File: src/rtl/input_logic_pkg.sv
// Shared types and constants for the front-panel input stage.
package input_logic_pkg;
    typedef enum logic [1:0] {IDLE, WAIT_DONE, WAIT_RELEASE} in_state_t;
    localparam int DEFAULT_DEBOUNCE_CYCLES = 50000;
endpackage

File: src/rtl/key_debounce.sv
// Two-flop synchronizer plus hold-time debouncer for one active-low push-button.
module key_debounce
    import input_logic_pkg::*;
#(
    parameter int DEBOUNCE_CYCLES = DEFAULT_DEBOUNCE_CYCLES
) (
    input  logic clk,
    input  logic rst_n,
    input  logic key_raw,
    output logic key_level
);
    localparam int CNT_W = $clog2(DEBOUNCE_CYCLES);
    localparam logic [CNT_W-1:0] CNT_MAX = CNT_W'(DEBOUNCE_CYCLES - 1);

    logic             key_meta;
    logic             key_sync;
    logic [CNT_W-1:0] cnt;

    always_ff @(posedge clk) begin
        if (!rst_n) begin
            key_meta  <= 1'b1;
            key_sync  <= 1'b1;
            key_level <= 1'b1;
            cnt       <= '0;
        end else begin
            key_meta <= key_raw;
            key_sync <= key_meta;
            // Any return to the settled level restarts the hold timer.
            if (key_sync == key_level) begin
                cnt <= '0;
            end else if (cnt == CNT_MAX) begin
                key_level <= key_sync;
                cnt       <= '0;
            end else begin
                cnt <= cnt + 1'b1;
            end
        end
    end
endmodule

File: src/rtl/input_logic.sv
// Front-panel input stage: switch capture, debounced RUN/PEEK keys, one RUN pulse per press.
module input_logic
    import input_logic_pkg::*;
#(
    parameter int DEBOUNCE_CYCLES = DEFAULT_DEBOUNCE_CYCLES
) (
    input  logic       clk,
    input  logic       rst_n,
    input  logic [9:0] SW,
    input  logic       KEY_RUN,
    input  logic       KEY_PEEK,
    input  logic       DONE,
    output logic [9:0] DIN,
    output logic       RUN,
    output logic       PEEKb,
    output logic       BUSY
);
    logic [9:0] sw_meta;
    logic [9:0] sw_sync;
    logic       run_level;
    logic       peek_level;
    logic       run_prev;
    logic       run_next;
    in_state_t  state;
    in_state_t  next_state;

    key_debounce #(.DEBOUNCE_CYCLES(DEBOUNCE_CYCLES)) u_run_key (
        .clk       (clk),
        .rst_n     (rst_n),
        .key_raw   (KEY_RUN),
        .key_level (run_level)
    );

    key_debounce #(.DEBOUNCE_CYCLES(DEBOUNCE_CYCLES)) u_peek_key (
        .clk       (clk),
        .rst_n     (rst_n),
        .key_raw   (KEY_PEEK),
        .key_level (peek_level)
    );

    always_comb begin
        next_state = state;
        run_next   = 1'b0;
        case (state)
            IDLE: begin
                // Falling edge of the debounced active-low key is a press.
                if (run_prev && !run_level) begin
                    run_next   = 1'b1;
                    next_state = WAIT_DONE;
                end
            end
            WAIT_DONE: begin
                if (DONE) next_state = WAIT_RELEASE;
            end
            WAIT_RELEASE: begin
                if (run_level) next_state = IDLE;
            end
            default: next_state = IDLE;
        endcase
    end

    always_ff @(posedge clk) begin
        if (!rst_n) begin
            state    <= IDLE;
            sw_meta  <= '0;
            sw_sync  <= '0;
            run_prev <= 1'b1;
            RUN      <= 1'b0;
            DIN      <= '0;
            PEEKb    <= 1'b1;
        end else begin
            state    <= next_state;
            sw_meta  <= SW;
            sw_sync  <= sw_meta;
            run_prev <= run_level;
            RUN      <= run_next;
            PEEKb    <= peek_level;
            if (run_next) DIN <= sw_sync;
        end
    end

    assign BUSY = (state != IDLE);
endmodule

File: config.mk
export PLATFORM = sky130hd
export DESIGN_NAME = input_logic
export DESIGN_NICKNAME = d
export VERILOG_FILES = /design/src/rtl/input_logic_pkg.sv /design/src/rtl/key_debounce.sv /design/src/rtl/input_logic.sv
export SDC_FILE = /design/constraint.sdc
export NUM_CORES = 1
export LEC_CHECK = 0
export CORE_MARGIN = 2
export CORE_UTILIZATION = 55
export CTS_CLUSTER_SIZE = 8
export DETAILED_ROUTE_END_ITERATION = 7
export PLACE_DENSITY = 0.78
export SYNTH_ARGS = -nofsm -noshare
export SYNTH_HDL_FRONTEND = slang
export SYNTH_HIERARCHICAL = 1
export SYNTH_SLANG_ARGS = --single-unit
File: constraint.sdc
create_clock -name clk -period 2.1 [get_ports clk]
set_input_delay 0.21 -clock clk [delete_from_list [all_inputs] [get_ports clk]]
set_output_delay 0.21 -clock clk [all_outputs]
set_load 0.01 [all_outputs]
# [Word level (Yosys, flattened, before mapping)]
# Index checks and enable logic that the tools add are counted.
[classes] add_sub_neg=2 eq_ne=9 muxes=6 bitwise_logic=3 reduce_logical=9
[op_table] op="$add 16x1->16 const B" count=2
[op_table] op="$eq 16x16->1 const B" count=2
[op_table] op="$mux 2" count=3
[op_table] op="$pmux 2 s3" count=1
[op_table] op="$reduce_or 3->1" count=2
[op_table] op="$ne 2x2->1 const B" count=2
[op_table] op="$reduce_and 2->1" count=2
[op_table] op="$not 1->1" count=3
[op_table] op="$reduce_and 3->1" count=1
[op_table] op="$eq 1x1->1" count=2
[op_table] op="$eq 2x1->1 const B" count=1
[op_table] op="$eq 2x2->1 const B" count=1
[op_table] op="$logic_not 2->1" count=1
[op_table] op="$mux 1" count=2
[op_table] op="$ne 2x1->1 const B" count=1
[op_table] op="$reduce_bool 2->1" count=1
[op_table] op="$logic_and 1x1->1" count=1
[op_table] op="$logic_not 1->1" count=1
[totals] reg_bits=73 inputBits=15 word_cells=44

# [Longest topological paths before layout]
[logic_depth] word_depth=4 ltp_mapped=6 mapped_depth_nobuf=5

# [Cells and area by module]
# Netlist, hierarchy kept.
[modules_own_cells] module="key_debounce" n_inst=2 cells_each=87 area_each_um2=810.8
[modules_own_cells] module="input_logic" n_inst=1 cells_each=101 area_each_um2=1121.1

# [Worst setup path after synthesis]
# OpenSTA, ideal clock, no wires.
[synth_path] kind="register to register" start="register u_peek_key.cnt[10]" end="register u_peek_key.cnt[11]" setup_ns=0.115 arrival_time_ns=1.677 slack_ns=0.308 stages_incl_launch_ff=6 path_buffers=1 period_less_slack_ns=1.792 path_cell_list="dfxtp_1 or4b_1 or4_4 nand3_4 buf_8 nor2_1"
[synth_between] elab_chain_cells=2
[synth_rtl] item="start, declared" line_no="key_debounce.sv:17" rtl="logic [CNT_W-1:0] cnt;"
[synth_rtl] item="start signal, assigned" line_no="key_debounce.sv:35" rtl="cnt <= cnt + 1'b1;"
[synth_rtl] item="parallel branches: the longest is 2 deep, another holds $add 16x1->16"
# Several ways; the timed one is not identified.
# A chain may end at the register's enable or synchronous reset.

# [Final worst setup path]
[layout_path] start="register u_peek_key.cnt[10]" end="register u_peek_key.cnt[5]"
[layout_between] elab_chain_cells=2
[layout_rtl] item="$eq 16x16->1" line_no="key_debounce.sv:31" rtl="end else if (cnt == CNT_MAX) begin"
[layout_rtl] item="$reduce_or 3->1 (no source line)"
# No other way between the ends.

==> flow_summary.json <==
{
  "synthesized_flop_and_latch_total": 73,
  "critical_path_peak_fanout": 16,
  "final_min_period_over_clock_period": 0.8771,
  "mappedNetlistNets": 292,
  "synth_commonest_cells": "73 x sky130_fd_sc_hd__dfxtp_1, 40 x sky130_fd_sc_hd__nor2_1, 28 x sky130_fd_sc_hd__nand2_1",
  "core_area_um2": 4755,
  "die_width_um": 74.62,
  "cts.reportedPaths.clkPinSlew_ns": 0.07,
  "yosys-top-cells-area": "sky130_fd_sc_hd__dfxtp_1 53%, sky130_fd_sc_hd__xnor2_1 8.3%, sky130_fd_sc_hd__nor2_1 5.5%",
  "clkSinkCount": 73,
  "detailedPlacementHpwl_um": 2850,
  "rsz0062_at_grt": "false",
  "synth_edf_count": 0,
  "end_kind": "register",
  "routed_via_density": 4.818,
  "post-route-worst-setup-slack_ns": 0.2582,
  "global_route_wire_length_before_repair_um": 7258,
  "detail_route.first_pass.iterations": 4,
  "post-synth-top-count-cell": "sky130_fd_sc_hd__dfxtp_1",
  "peakVddDrop_mv": 0.4394,
  "final-max-slew-violation-count": 0,
  "die-area_um2": 5567,
  "worst-endpoint-required_ns": 2.32,
  "cts.root.buffer_cell": "sky130_fd_sc_hd__clkbuf_8",
  "max_cap_viol_count": 0,
  "fp-row-count": 25,
  "syn_to_final_growth_pct": 18.52,
  "detailed_route_wire_length_per_cell_um": 11.17,
  "critical_path.cell_chain": "or4b_1 > or4_4 > nand3_4 > nor2_1",
  "gp_routability_congestion": 0.8158,
  "hold_buffer_count_at_cts": 0,
  "worstPathArrival_ns": 2.06,
  "clock_tree.buffer_depth": 2,
  "critical-path-max-stage-delay_ns": 0.57,
  "grt_max_degree": 26,
  "yosysWarningCount": 6,
  "grt_pass1_vias": 1682,
  "clock_skew_after_layout_ns": 0.003894,
  "power-per-cell-area_nw_per_um2": 772.9,
  "async_reset_ff_frac": 0,
  "setup.worst_path.class": "reg2reg",
  "power.static_leakage_uw": 0.001057,
  "sequential_share_of_the_synthesized_area": 0.5328,
  "timing.final.crit_period_ns": 1.842,
  "timing.hold.worst.class": "in2reg",
  "clk_latency_ns": 0.34,
  "synth_cell_type_count": 30,
  "avgSynthCellArea_um2": 9.973,
  "synth.top_cell.area_share": 0.5328,
  "finalSetupViolCount": 0,
  "remaining_drc_errors": 0,
  "synth_flop_cell": "sky130_fd_sc_hd__dfxtp_1",
  "y_dimension_of_the_die_um": 74.62,
  "critPathLaunchType": "register",
  "ios": 28,
  "drtAntennaViolNets": 0,
  "io_buffers": 27,
  "timing.reg2reg.setup_slack_ns": 0.26,
  "setup_total_neg_slack_ns": 0,
  "initial_standard_cell_utilization_of_the_core": 0.5768,
  "dp_slack_ns": 0.2550,
  "synth_top_area_cell": "sky130_fd_sc_hd__dfxtp_1",
  "grt.overflow.total": 0,
  "max_slew_headroom_at_the_worst_pin": 0.7505,
  "h-tree-depth": 3,
  "drive_gt1_frac": 0.08307,
  "max_slew.worst_pin.slew_ns": 0.3731,
  "run_status": "finished clean",
  "fmax_ghz": 0.5429,
  "critical_path.slowest_cell": "sky130_fd_sc_hd__or4_4",
  "tritoncts": "done",
  "count_of_cells_resized_by_post_cts_repair": 0,
  "post_synth_inst_count": 275,
  "cts-buffers-inserted": 9,
  "post_synth_instance_area_um2": 2743,
  "num_vias": 1831,
  "cts_post_setup_buffers_inserted": 0,
  "overall_track_demand_over_capacity_in_global_routing": 0.1740,
  "wirelength_um": 4245,
  "grt_antenna_before_repair": 0,
  "n_antenna_cell": 0,
  "num-nets-final": 327,
  "finalHoldViolCount": 0,
  "drt_iter0_drc": 132
}
## kinds of logic (layout without fill, tap and decap cells)
kind of cell | Yosys count | count (layout) | synth area share
AO/OA/AOI/OAI | 2 | 2 | 0.005476
XOR/XNOR | 30 | 30 | 0.09580
adder cells (fa/ha/maj) | 2 | 2 | 0.009123
buffers and inverters | 16 | 54 | 0.03376
flip-flops | 73 | 73 | 0.5328
multiplexers | 12 | 12 | 0.04380
AND/OR/NAND/NOR | 140 | 140 | 0.2792
## through the flow
stage | std cells | area (um^2) | power, uW | hold WS [ns] | util
after floorplan | 275 | 2743 | 1478 | 0.2719 | -
after global placement | 366 | 3067 | 1509 | 0.3902 | 0.6450
after detailed placement | 366 | 3067 | 1511 | 0.3968 | 0.6450
after CTS | 380 | 3251 | 2538 | 0.1751 | 0.6837
after global routing | 380 | 3251 | 2602 | 0.1885 | 0.6837
final | 380 | 3251 | 2512 | 0.1849 | 0.6837
## flip-flops by register name, summed over array words and instances (netlist names)
name	flops
state	2
DIN	10
PEEKb	1
u_peek_key/key_meta	1
RUN	1
u_run_key/key_meta	1
u_run_key/key_sync	1
u_run_key/cnt	16
u_peek_key/key_level	1
sw_sync	10
run_prev	1
u_peek_key/cnt	16
u_peek_key/key_sync	1
sw_meta	10
u_run_key/key_level	1
## worst max-delay path, delay by kind of cell (launching register included)
family           cells  cell delay (ns)
DFF                  1             0.34
and+or+nand+nor      4             1.38
## metal layers
metal  wire length (um)  part of all wire  vias up  GRT usage
met5                  0                 0        -          0
met4                112             0.026        0     0.1131
met3                126             0.030       11    0.04150
met2               1896              0.45       26     0.2714
met1               2109              0.50      825     0.2164
li1                   -                 -      969          -
## power breakdown
| group | total, uW | internal, uW | switching [uW] |
|---|---|---|---|
| clock network | 1030 | 566 | 468 |
| registers | 1410 | 1410 | 5.85 |
| logic | 65.8 | 37.9 | 27.9 |
## final cells by class
cell class,count,area (um^2)
tap,67,83.83
multi-input combinational,186,1189
clock inverter,3,42.54
timing repair buffer,32,302.8
fill,393,1504
inverter,8,30.03
sequential,73,1461
clock buffer,11,141.4
## final timing paths
path / startpoint / end / cells past startpoint
max: u_peek_key/cnt[10] / u_peek_key/cnt[5] / 4
max reg2reg: u_peek_key/cnt[10] / u_peek_key/cnt[5] / 4
min reg2reg: u_peek_key/key_meta / u_peek_key/key_sync / 1
min: rst_n / u_run_key/key_level / 2
## layout by cell type (no fill, tap or decap), drive strengths merged
cell type / synthesis / routed
xnor2: 26 / 26
dfxtp: 73 / 73
nand2b: 6 / 6
a21boi: 1 / 1
o21a: 1 / 1
clkinvlp: 0 / 1
ha: 2 / 2
nor2: 40 / 40
nor3: 8 / 8
mux2i: 12 / 12
clkinv: 0 / 1
xor2: 4 / 4
nor3b: 1 / 1
or2: 1 / 1
or4b: 4 / 4
nor4b: 1 / 1
nand3b: 1 / 1
inv: 8 / 8
nand2: 28 / 28
and2: 21 / 21
or4: 2 / 2
nor4: 6 / 6
or3b: 1 / 1
clkdlybuf4s50: 0 / 26
nand4b: 2 / 2
buf: 5 / 6
clkbuf: 3 / 11
bufinv: 0 / 1
nand4: 6 / 6
nand3: 12 / 12
(Power assumes the default switching activity.)
